### src/rtl/fetch_unit_if.sv
// Handshake bundle of the fetch stage: redirect, instruction-memory request/response
// and the downstream (instruction, PC) channel.
interface fetch_unit_if;
  logic        redirect_valid;
  logic [31:0] redirect_pc;
  logic        imem_req_valid;
  logic [31:0] imem_req_addr;
  logic        imem_req_ready;
  logic        imem_rsp_valid;
  logic [31:0] imem_rsp_data;
  logic        instr_valid;
  logic [31:0] instr;
  logic [31:0] instr_pc;
  logic        instr_ready;

  modport master (
    input  redirect_valid, redirect_pc,
    output imem_req_valid, imem_req_addr,
    input  imem_req_ready, imem_rsp_valid, imem_rsp_data,
    output instr_valid, instr, instr_pc,
    input  instr_ready
  );

  modport slave (
    output redirect_valid, redirect_pc,
    input  imem_req_valid, imem_req_addr,
    output imem_req_ready, imem_rsp_valid, imem_rsp_data,
    input  instr_valid, instr, instr_pc,
    output instr_ready
  );
endinterface

### src/rtl/fetch_unit.sv
// Instruction fetch stage: sequential PC generation, in-order memory requests, a circular
// prefetch buffer and redirect handling that drops responses belonging to the old stream.
module fetch_unit #(
  parameter logic [31:0] RESET_PC = 32'h0000_0000,
  parameter int          DEPTH    = 4
) (
  input  logic         clk,
  input  logic         rst_n,
  fetch_unit_if.master bus
);
  localparam int PTR_W = (DEPTH > 1) ? $clog2(DEPTH) : 1;
  localparam int CNT_W = PTR_W + 1;
  localparam logic [CNT_W-1:0] CNT_ZERO = CNT_W'(0);
  localparam logic [CNT_W-1:0] CNT_ONE  = CNT_W'(1);
  localparam logic [PTR_W-1:0] PTR_ONE  = PTR_W'(1);
  localparam logic [CNT_W:0]   SUM_ZERO = (CNT_W+1)'(0);
  localparam logic [CNT_W:0]   SUM_ONE  = (CNT_W+1)'(1);
  localparam logic [CNT_W:0]   DEPTH_V  = (CNT_W+1)'(DEPTH);

  logic [31:0]      fetch_pc_r;
  logic [31:0]      pc_r   [DEPTH];
  logic [31:0]      data_r [DEPTH];
  logic [DEPTH-1:0] filled_r;
  logic [PTR_W-1:0] head_r;
  logic [PTR_W-1:0] tail_r;
  logic [PTR_W-1:0] fill_ptr_r;
  logic [CNT_W-1:0] count_r;
  logic [CNT_W-1:0] unfilled_r;
  logic [CNT_W-1:0] drop_cnt_r;

  logic             req_valid_s;
  logic             accept_s;
  logic             instr_valid_s;
  logic             pop_s;
  logic             fill_s;
  logic             drop_s;
  logic [CNT_W:0]   inflight_s;
  logic [CNT_W:0]   drop_sum_s;
  logic [CNT_W:0]   drop_next_s;

  // Per-cycle request, pop, fill and drop decisions.
  always_comb begin
    inflight_s    = {1'b0, count_r} + {1'b0, drop_cnt_r};
    // rst_n gating keeps the request channel quiet while the block is held in reset.
    req_valid_s   = rst_n && !bus.redirect_valid && (inflight_s < DEPTH_V);
    accept_s      = req_valid_s && bus.imem_req_ready;
    instr_valid_s = filled_r[head_r] && (count_r != CNT_ZERO) && !bus.redirect_valid;
    pop_s         = instr_valid_s && bus.instr_ready;
    drop_s        = bus.imem_rsp_valid && (drop_cnt_r != CNT_ZERO);
    fill_s        = bus.imem_rsp_valid && (drop_cnt_r == CNT_ZERO) && (unfilled_r != CNT_ZERO);
    drop_sum_s    = {1'b0, drop_cnt_r} + {1'b0, unfilled_r};
    if (bus.imem_rsp_valid && (drop_sum_s != SUM_ZERO)) begin
      drop_next_s = drop_sum_s - SUM_ONE;
    end else begin
      drop_next_s = drop_sum_s;
    end
  end

  assign bus.imem_req_valid = req_valid_s;
  assign bus.imem_req_addr  = fetch_pc_r;
  assign bus.instr_valid    = instr_valid_s;
  assign bus.instr          = data_r[head_r];
  assign bus.instr_pc       = pc_r[head_r];

  // Fetch address, buffer pointers and occupancy counters.
  always_ff @(posedge clk or negedge rst_n) begin
    if (!rst_n) begin
      fetch_pc_r <= RESET_PC;
      head_r     <= PTR_W'(0);
      tail_r     <= PTR_W'(0);
      fill_ptr_r <= PTR_W'(0);
      count_r    <= CNT_ZERO;
      unfilled_r <= CNT_ZERO;
      drop_cnt_r <= CNT_ZERO;
    end else if (bus.redirect_valid) begin
      // Every outstanding unfilled entry becomes a response to throw away.
      fetch_pc_r <= {bus.redirect_pc[31:2], 2'b00};
      head_r     <= tail_r;
      fill_ptr_r <= tail_r;
      count_r    <= CNT_ZERO;
      unfilled_r <= CNT_ZERO;
      drop_cnt_r <= drop_next_s[CNT_W-1:0];
    end else begin
      if (accept_s) begin
        tail_r     <= tail_r + PTR_ONE;
        fetch_pc_r <= fetch_pc_r + 32'd4;
      end
      if (pop_s) begin
        head_r <= head_r + PTR_ONE;
      end
      if (fill_s) begin
        fill_ptr_r <= fill_ptr_r + PTR_ONE;
      end
      if (drop_s) begin
        drop_cnt_r <= drop_cnt_r - CNT_ONE;
      end
      case ({accept_s, pop_s})
        2'b10:   count_r <= count_r + CNT_ONE;
        2'b01:   count_r <= count_r - CNT_ONE;
        default: count_r <= count_r;
      endcase
      case ({accept_s, fill_s})
        2'b10:   unfilled_r <= unfilled_r + CNT_ONE;
        2'b01:   unfilled_r <= unfilled_r - CNT_ONE;
        default: unfilled_r <= unfilled_r;
      endcase
    end
  end

  // Entry storage: allocation records the PC and clears filled, a kept response fills data.
  always_ff @(posedge clk or negedge rst_n) begin
    if (!rst_n) begin
      for (int i = 0; i < DEPTH; i++) begin
        pc_r[i]   <= 32'h0000_0000;
        data_r[i] <= 32'h0000_0000;
      end
      filled_r <= {DEPTH{1'b0}};
    end else if (!bus.redirect_valid) begin
      if (accept_s) begin
        pc_r[tail_r]     <= fetch_pc_r;
        filled_r[tail_r] <= 1'b0;
      end
      if (fill_s) begin
        data_r[fill_ptr_r]   <= bus.imem_rsp_data;
        filled_r[fill_ptr_r] <= 1'b1;
      end
    end
  end
endmodule
### src/flat_wrapper.sv
// flat-port wrapper written by rule: the top's interface ports become plain ports
module fetch_unit_flat 
#(
  parameter logic [31:0] RESET_PC = 32'h0000_0000,
  parameter int          DEPTH    = 4
)
  (clk, rst_n, bus_redirect_valid, bus_redirect_pc, bus_imem_req_valid, bus_imem_req_addr, bus_imem_req_ready, bus_imem_rsp_valid, bus_imem_rsp_data, bus_instr_valid, bus_instr, bus_instr_pc, bus_instr_ready);
  fetch_unit_if bus_i ();
  input  logic clk;
  input  logic rst_n;
  input wire logic [$bits(bus_i.redirect_valid)-1:0] bus_redirect_valid;
  input wire logic [$bits(bus_i.redirect_pc)-1:0] bus_redirect_pc;
  output wire logic [$bits(bus_i.imem_req_valid)-1:0] bus_imem_req_valid;
  output wire logic [$bits(bus_i.imem_req_addr)-1:0] bus_imem_req_addr;
  input wire logic [$bits(bus_i.imem_req_ready)-1:0] bus_imem_req_ready;
  input wire logic [$bits(bus_i.imem_rsp_valid)-1:0] bus_imem_rsp_valid;
  input wire logic [$bits(bus_i.imem_rsp_data)-1:0] bus_imem_rsp_data;
  output wire logic [$bits(bus_i.instr_valid)-1:0] bus_instr_valid;
  output wire logic [$bits(bus_i.instr)-1:0] bus_instr;
  output wire logic [$bits(bus_i.instr_pc)-1:0] bus_instr_pc;
  input wire logic [$bits(bus_i.instr_ready)-1:0] bus_instr_ready;
  assign bus_i.redirect_valid = bus_redirect_valid;
  assign bus_i.redirect_pc = bus_redirect_pc;
  assign bus_imem_req_valid = bus_i.imem_req_valid;
  assign bus_imem_req_addr = bus_i.imem_req_addr;
  assign bus_i.imem_req_ready = bus_imem_req_ready;
  assign bus_i.imem_rsp_valid = bus_imem_rsp_valid;
  assign bus_i.imem_rsp_data = bus_imem_rsp_data;
  assign bus_instr_valid = bus_i.instr_valid;
  assign bus_instr = bus_i.instr;
  assign bus_instr_pc = bus_i.instr_pc;
  assign bus_i.instr_ready = bus_instr_ready;
  fetch_unit #(.RESET_PC(RESET_PC), .DEPTH(DEPTH)) u_core (.clk(clk), .rst_n(rst_n), .bus(bus_i));
endmodule
### config.mk
export PLATFORM = sky130hd
export DESIGN_NAME = fetch_unit_flat
export DESIGN_NICKNAME = d
export VERILOG_FILES = /design/src/rtl/fetch_unit_if.sv /design/src/rtl/fetch_unit.sv /design/src/flat_wrapper.sv
export SDC_FILE = /design/constraint.sdc
export NUM_CORES = 1
export LEC_CHECK = 0
export CAP_MARGIN = 40
export CORE_MARGIN = 1.5
export CORE_UTILIZATION = 37
export DETAILED_ROUTE_END_ITERATION = 7
export GPL_TIMING_DRIVEN = 0
export SETUP_SLACK_MARGIN = 0.15
export SYNTH_ARGS = -nofsm -noshare
export SYNTH_HDL_FRONTEND = slang
export SYNTH_SLANG_ARGS = --single-unit
### constraint.sdc
create_clock -name clk -period 4 [get_ports clk]
set_clock_uncertainty 0.1 [all_clocks]
set_input_delay 0.8 -clock clk [delete_from_list [all_inputs] [get_ports clk]]
set_output_delay 0.8 -clock clk [all_outputs]
set_load 0.01 [all_outputs]
Word-level counts from Yosys, hierarchy flattened
Cells that the tools add are included.
- $add $sub $neg: 12
- order comparisons: 11
- eq/ne operators: 4
- muxes and demuxes: 34
- bitwise gates (word level): 7
- reduce and logical (&&, ||, !) cells: 28
- operators by type and width (cell ; count):
    bitwise mux 128 bit ; 2
    two-way mux 32 bit ; 8
    binary-select mux 32 bit (select 2 bit) ; 2
    demux 32 bit (select 2 bit) ; 2
    adder 32 x 3 -> 32 bit, second input constant ; 1
    two-way mux 3 bit ; 5
    nonzero test 3 bit ; 5
    logical AND 1 bit ; 14
    two-way mux 4 bit ; 3
    one-hot mux 3 bit (2 select lines) ; 2
    subtractor 3 x 1 -> 3 bit, second input constant ; 4
    >= comparator 3 bit, second input constant ; 3
    less-than comparator 2 x 3 -> 1 bit, second input constant ; 3
    inverter 2 -> 3 bit ; 3
    adder 3 x 3 -> 4 bit ; 2
    two-way mux 2 bit ; 4
    nonzero test 2 bit ; 4
    adder 2 x 1 -> 2 bit, second input constant ; 3
    adder 3 x 1 -> 3 bit, second input constant ; 2
    less-than comparator 3 x 1 -> 1 bit, second input constant ; 2
    bitwise AND 4 bit ; 1
    demux 1 bit (select 2 bit) ; 2
    equality test 2 x 1 -> 1 bit, second input constant ; 2
    equality test 2 bit, second input constant ; 2
    other kinds (11) ; 15
- bits in registers: 307
- input bits: 70
- output and inout bits: 98
- word-level logic and storage cells: 112

Longest topological paths before layout
Gate-level depths: netlist of the first run.
- depth after elaboration: 10
- gate-level depth with buffers: 10
- gate-level depth less buffers: 9

Least setup slack after synthesis of the first run
No wires, ideal clock.
- kind: input port to flip-flop
- from: input port bus_redirect_valid
- to: register u_core.unfilled_r[2]
- library setup time: 0.078 ns
- arrival: 2.865 ns
- data required time: 3.822 ns
- path slack: 0.957 ns
- stages on the path: 9
- buffers on the path: 2
- cell sequence: nor3b_1 > and4_1 > buf_2 > buf_1 > nor2_1 > fa_1 > or3_1 > a21o_1 > a21oi_1
- cells in the longest elaborated chain, start to end: 7
- elaborated cells on any way between the ends: 9
- those cells by class: 2 x eq/ne; 2 x mux; 5 x reduce/logical
- ends and longest elaborated chain (element ; RTL line ; RTL):
    start, declared ; flat_wrapper.sv:11 ; input wire logic [$bits(bus_i.redirect_valid)-1:0] bus_redirect_valid;
    logical NOT 1 bit ; fetch_unit.sv:45 ; req_valid_s = rst_n && !bus.redirect_valid && (inflight_s < DEPTH_V);
    logical AND 1 bit (2 in series) ; fetch_unit.sv:45 ;
    logical AND 1 bit ; fetch_unit.sv:46 ; accept_s = req_valid_s && bus.imem_req_ready;
    equality test 2 x 1 -> 1 bit or equality test 2 bit (tied branches) ; fetch_unit.sv:102 ; case ({accept_s, fill_s})
    one-hot mux 3 bit (2 select lines) ; fetch_unit.sv:102 ;
    two-way mux 3 bit ; fetch_unit.sv:75 ; end else if (bus.redirect_valid) begin
    end signal, assigned ; fetch_unit.sv:103 ; 2'b10: unfilled_r <= unfilled_r + CNT_ONE;
    end signal, assigned ; fetch_unit.sv:104 ; 2'b01: unfilled_r <= unfilled_r - CNT_ONE;
    end signal, assigned ; fetch_unit.sv:105 ; default: unfilled_r <= unfilled_r;
    end, declared ; fetch_unit.sv:28 ; logic [CNT_W-1:0] unfilled_r;
Parallel ways exist; a longest one is shown, timed or not.
A chain may end at the register's enable or synchronous reset.

Worst setup path in the final report of the first run
- from: input port bus_redirect_valid
- to: output port bus_instr_valid
- cells in the longest elaborated chain, start to end: 2
- ends and longest elaborated chain (element ; RTL line ; RTL):
    logical NOT 1 bit ; fetch_unit.sv:47 ; instr_valid_s = filled_r[head_r] && (count_r != CNT_ZERO) && !bus.redirect_valid;
    logical AND 1 bit ; fetch_unit.sv:47 ;
    end, declared ; flat_wrapper.sv:18 ; output wire logic [$bits(bus_i.instr_valid)-1:0] bus_instr_valid;
No other way between the ends.

==> impl_metrics.json, run 1 <==
{
  "status": "completed",
  "final-hold-violation-count": 0,
  "synthDominantCellAreaShare_pct": 53.8,
  "dieArea_um2": 38500,
  "p_seq_share_pct": 39.8,
  "p_leak_nw": 8.00,
  "nets": 1245,
  "cp_cell_sequence": "clkdlybuf4s50_1 -> clkbuf_2 -> inv_1 -> clkbuf_2 -> and3_1 -> clkdlybuf4s50_1",
  "antenna_found_initial": 1,
  "syn_inst": 951,
  "drt_iter0_drc": 416,
  "synth_area_leaders": "dfrtp_1, mux2_2, mux4_2, mux2_1, ha_1",
  "synth_seq_area_share_pct": 53.8,
  "cts_hold_buf": 0,
  "endpoint_kind": "output pin",
  "postCtsSetupBuffers": 0,
  "critPathMaxStageDelay_ns": 0.56,
  "die_h_um": 196,
  "clockPowerShare_pct": 33.0,
  "ys_types": 53,
  "via_per_inst": 5.28,
  "hold_ws_ns": 0.178,
  "internal-power_mw": 7.37,
  "synth_ff_type": "dfrtp_1",
  "required_ns": 3.10,
  "synth_area_leader_cell": "dfrtp_1",
  "max_freq_ghz": 0.268,
  "path_class": "input port to output pin",
  "cp-startpoint": "bus_redirect_valid",
  "path_max_fanout": 10,
  "tightest_slew_ns": 0.758,
  "drv_cap": 0,
  "critPathLaunchType": "input port",
  "cts_buffers": 35,
  "async_flop_share_pct": 100,
  "finalCritPeriodShare_pct": 93.2,
  "antenna_cells": 0,
  "rr_startpoint": "u_core.drop_cnt_r[2]",
  "syn_avg_cell_area_um2": 14.5,
  "core_area_um2": 36700,
  "final_core_util_pct": 47.3,
  "grt_pass1_wl_mm": 54.1,
  "fp-row-count": 70,
  "clkLatencyLatePin_ns": 0.53,
  "track_usage_pct": 18.1,
  "p_comb_share_pct": 27.2,
  "synth_area_um2": 13800,
  "min_path_type": "input port to asynchronous set/reset pin",
  "drc": 0,
  "ys_warn_count": 0,
  "fp.dieW_um": 196,
  "p_sw_share_pct": 27.8,
  "wire_per_inst_um": 20.3,
  "slowest_stage": "clkdlybuf4s50_1",
  "vdd_drop_max_v": 0.000360,
  "final.min_clock_period_ns": 3.73,
  "wirelength_mm": 33.5,
  "cts_buffer_depth": 3,
  "portBuffers": 161,
  "cts_root_buffer": "clkbuf_16",
  "ys_seq_elements": 297,
  "h-tree-depth": 2,
  "cts_tree": "built",
  "drv_slew": 0,
  "setup-violations-final": 0,
  "start_util_pct": 37.7,
  "area_delta_synth_final_pct": 25.4,
  "pwr_density_cell_nw_per_um2": 589,
  "io_pins": 168,
  "drive_above_1_share_pct": 33.3,
  "cts_sinks": 297,
  "hpwl_mm": 22.9,
  "clk_pin_slew_ns": 0.05,
  "gp_congestion": 0.768,
  "p_sw_mw": 2.84,
  "grt_pass1_vias": 9073,
  "ant_nets": 0,
  "slew_headroom_pct": 49.3,
  "grt_overflow": 0,
  "firstDrtPassIters": 5,
  "rsz0062_at_grt": "true",
  "crit_arrival_ns": 2.83,
  "num_vias": 8705,
  "grt_max_degree": 118,
  "tns_ns": 0,
  "synth_edf_count": 0
}
[worst max-delay path: cells and delay by family]
family	cells	cell delay [ns]
AND/OR/NAND/NOR	1	0.20
buffers and inverters	5	1.83
[Yosys cell counts, drive strengths merged, types with 2 or more instances]
| cell | count |
|---|---|
| a21o | 7 |
| nor2 | 16 |
| a32oi | 4 |
| ha | 17 |
| o311ai | 5 |
| nor4 | 5 |
| xnor2 | 8 |
| dfrtp | 297 |
| nand4 | 15 |
| fa | 3 |
| nor3 | 5 |
| a221o | 6 |
| mux2 | 242 |
| buf | 50 |
| xor2 | 5 |
| a22o | 2 |
| nand2 | 56 |
| clkbuf | 17 |
| and4 | 2 |
| o211ai | 7 |
| nand2b | 2 |
| nor2b | 4 |
| a31o | 6 |
| inv | 13 |
| mux2i | 4 |
| o21ai | 34 |
| mux4 | 64 |
| nand3 | 17 |
| or3 | 2 |
| and3 | 9 |
| a21oi | 11 |
| and2 | 8 |
[layer usage]
layer | global-route usage (%) | wire [um] | vias to the layer above
met5 | 0 | 13 | -
met3 | 4.16 | 1940 | 51
met1 | 25.8 | 15700 | 4511
met4 | 4.19 | 590 | 2
li1 | - | - | 3943
met2 | 28.1 | 15300 | 198
[final timing paths]
check | cells after the start | slack [ns] | end
worst max-delay path | 6 | 0.27 | bus_instr_valid
max in group asynchronous | 3 | 2.30 | u_core.pc_r[16]
worst min register to register | 2 | 0.38 | u_core.pc_r[100]
worst max register to register | 10 | 0.65 | u_core.unfilled_r[2]
min in group clk | 2 | 0.38 | u_core.pc_r[100]
worst min-delay path | 1 | 0.18 | u_core.data_r[82]
[timing repair]
action | CTS | global route
pin swaps | 0 | 0
endpoints found under the setup margin | 1 | 11
resized for setup | 2 | 2
[placed cells by master (no fill, tap or decap), drive strengths merged, types with 5 or more instances in the layout]
master / netlist / final
mux4: 64 / 64
mux2: 242 / 242
nor3: 5 / 5
a21o: 7 / 7
nand4: 15 / 15
a31o: 6 / 6
and3: 9 / 9
o211ai: 7 / 7
nor2: 16 / 16
xnor2: 8 / 8
o311ai: 5 / 5
ha: 17 / 17
dfrtp: 297 / 297
nand2: 56 / 56
a221o: 6 / 6
clkbuf: 17 / 73
o21ai: 34 / 34
nor4: 5 / 5
nand3: 17 / 17
and2: 8 / 8
a21oi: 11 / 11
buf: 50 / 53
xor2: 5 / 5
inv: 13 / 14
clkdlybuf4s50: 0 / 160
[layout make-up]
cell class	count	area, um^2
plain buffers	67	407
flip-flops and latches	297	7430
inverters	13	48.8
clock buffers	55	1070
fillers	3260	19400
multi-input cells	577	5960
clock inverters	8	150
well taps	468	586
repair buffers	164	1690
[registers in the layout, indices dropped and copies added (netlist names)]
signal                    cells
u_core.bus.imem_req_addr     30
u_core.filled_r               4
u_core.tail_r                 2
u_core.head_r                 2
u_core.pc_r                 120
u_core.unfilled_r             3
u_core.drop_cnt_r             3
u_core.count_r                3
u_core.fill_ptr_r             2
u_core.data_r               128
[stage by stage]
stage | area, um^2 | setup WS [ns] | power (mW) | cells
2_1_floorplan | 13800 | 0.957 | 5.70 | 954
3_3_place_gp | 16000 | -11.19 | 6.87 | 1583
3_5_place_dp | 16100 | -0.312 | 6.93 | 1586
4_1_cts | 17300 | 0.180 | 10.4 | 1649
5_1_grt | 17300 | 0.117 | 10.8 | 1649
6_report | 17300 | 0.273 | 10.2 | 1649
[power groups by stage]
stage | logic (mW) | clock network, mW | registers (mW)
6_report | 2.78 | 3.37 | 4.06
2_1_floorplan | 1.71 | 0 | 3.99
3_5_place_dp | 2.82 | 0 | 4.11
4_1_cts | 2.84 | 3.45 | 4.06
5_1_grt | 3.03 | 3.58 | 4.16
3_3_place_gp | 2.77 | 0 | 4.10
[kinds of logic (layout without fill, tap and decap cells)]
group,count (synthesis),after routing,synth area share (%)
compound gates,86,86,4.14
xor+xnor,13,13,0.823
fa+ha+maj,20,20,1.97
buf+inv,80,307,3.26
flops,297,297,53.8
mux,310,310,30.4
other cells,1,4,0.0271
simple gates,144,144,5.60
Power figures use the tool's default switching activity.
==> run 2, diff against run 1 <==
CAP_MARGIN = default   (was 40)
==> impl_metrics.json, run 2 (synthesis results as in run 1) <==
{
  "area_delta_synth_final_pct": 24.6,
  "critPathLaunchType": "input port",
  "grt_overflow": 0,
  "pwr_density_cell_nw_per_um2": 575,
  "met1_length_mm": 15.9,
  "vdd_drop_max_v": 0.000385,
  "finalPower_mw": 9.91,
  "fp-row-count": 70,
  "clk_pin_slew_ns": 0.06,
  "drv_cap": 0,
  "firstDrtPassIters": 5,
  "top_register": "u_core.data_r",
  "slew_headroom_pct": 45.0,
  "worst_r2r_path_depth": 10,
  "h-tree-depth": 2,
  "timing.rr.end": "u_core.unfilled_r[2]",
  "path_max_fanout": 10,
  "wire_per_inst_um": 20.4,
  "cts_buffers": 34,
  "start_util_pct": 37.7,
  "endpoint_kind": "output pin",
  "nets": 1243,
  "cts_buffer_depth": 3,
  "grt_pass1_vias": 9080,
  "clkLatencyLatePin_ns": 0.51,
  "status": "completed",
  "portBuffers": 161,
  "grt_pass1_wl_mm": 53.9,
  "path_class": "input port to output pin",
  "drive_above_1_share_pct": 33.2,
  "track_usage_pct": 18.0,
  "die_h_um": 196,
  "wirelength_mm": 33.6,
  "largest_register_ffs": 128,
  "cts_tree": "built",
  "ant_nets": 0,
  "reg2reg_slack_ns": 0.83,
  "num_vias": 8689,
  "final-hold-violation-count": 0,
  "gp_congestion": 0.768,
  "final_cell_mix": "dfrtp_1, mux2_2, clkdlybuf4s50_1, mux4_2, nand2_1",
  "cts_root_buffer": "clkbuf_16",
  "via_per_inst": 5.29,
  "rr_startpoint": "u_core.drop_cnt_r[2]",
  "rsz0062_at_grt": "false",
  "antenna_cells": 0,
  "hpwl_mm": 22.8,
  "core_area_um2": 36700,
  "max_freq_ghz": 0.267,
  "drt_iter0_drc": 332,
  "cts_sinks": 297,
  "dp_slack_ns": -0.325,
  "antenna_found_initial": 1,
  "min_path_type": "input port to asynchronous set/reset pin",
  "tightest_slew_ns": 0.822,
  "drc": 0,
  "cp_cell_sequence": "clkdlybuf4s50_1 -> clkbuf_2 -> inv_1 -> clkbuf_2 -> and3_1 -> clkdlybuf4s50_1",
  "fin_ws_ns": 0.253,
  "final_core_util_pct": 47.0,
  "required_ns": 3.10,
  "finalCritPeriodShare_pct": 93.7,
  "wl_met3_mm": 1.89,
  "critPathMaxStageDelay_ns": 0.56,
  "layout_commonest_cell": "dfrtp_1",
  "crit_arrival_ns": 2.85,
  "top_layer": "met5",
  "instances_no_fill": 1644,
  "setup-violations-final": 0,
  "dieArea_um2": 38500,
  "hold_ws_ns": 0.164,
  "slowest_stage": "clkdlybuf4s50_1",
  "final.min_clock_period_ns": 3.75,
  "fp.dieW_um": 196,
  "io_pins": 168,
  "wl_met2_mm": 15.2,
  "drv_slew": 0,
  "dpl.cell_count": 1585,
  "p_leak_nw": 7.95,
  "grt_max_degree": 118
}
## run 2: per-layer routing
| metal | up-vias | global-route usage [%] |
|---|---|---|
| met2 | 195 | 27.7 |
| met4 | 2 | 4.22 |
| met1 | 4528 | 25.9 |
| met3 | 44 | 3.95 |
| met5 | - | 0 |
| li1 | 3920 | - |
## run 2: final cells by class
class / count / area [um^2]
buffer: 67 / 422
clock buffer: 54 / 1050
clock inverter: 5 / 56.3
fill: 3252 / 19500
inverter: 13 / 48.8
multi-input combinational: 577 / 5960
sequential: 297 / 7430
tap: 468 / 586
timing repair buffer: 163 / 1680
## run 2: through the flow
stage                     instance area, um^2  setup TNS [ns]
final                                   17200               0
after global routing                    17200               0
after CTS                               17200               0
after detailed placement                16100          -0.457
after global placement                  16000        -4874.44
after floorplan                         13800               0
## run 2: repair_timing
item | in CTS | in global routing
buffers inserted | 0 | 0
endpoints found under the setup margin | 59 | 15
hold buffers | 0 | 0
endpoints found under the hold margin | 0 | 0
gates resized for setup | 9 | 6
## run 2: power by group
group / internal [mW] / switching [mW]
Sequential: 3.67 / 0.389
Clock: 1.86 / 1.21
Combinational: 1.60 / 1.19
## run 2: worst max path at each step
stage | startpoint | endpoint | cells after the start
floorplan | bus_redirect_valid | u_core.unfilled_r[2] | 9
global placement | rst_n | u_core.pc_r[18] | 1
detailed placement | rst_n | u_core.unfilled_r[2] | 10
CTS | u_core.head_r[0] | bus_instr[24] | 4
global route | bus_redirect_valid | bus_instr_valid | 6
finish | bus_redirect_valid | bus_instr_valid | 6
## run 2: critical path: cells and delay by family
family,cells,cell delay (ns)
buffers and inverters,5,1.85
and+or+nand+nor,1,0.20
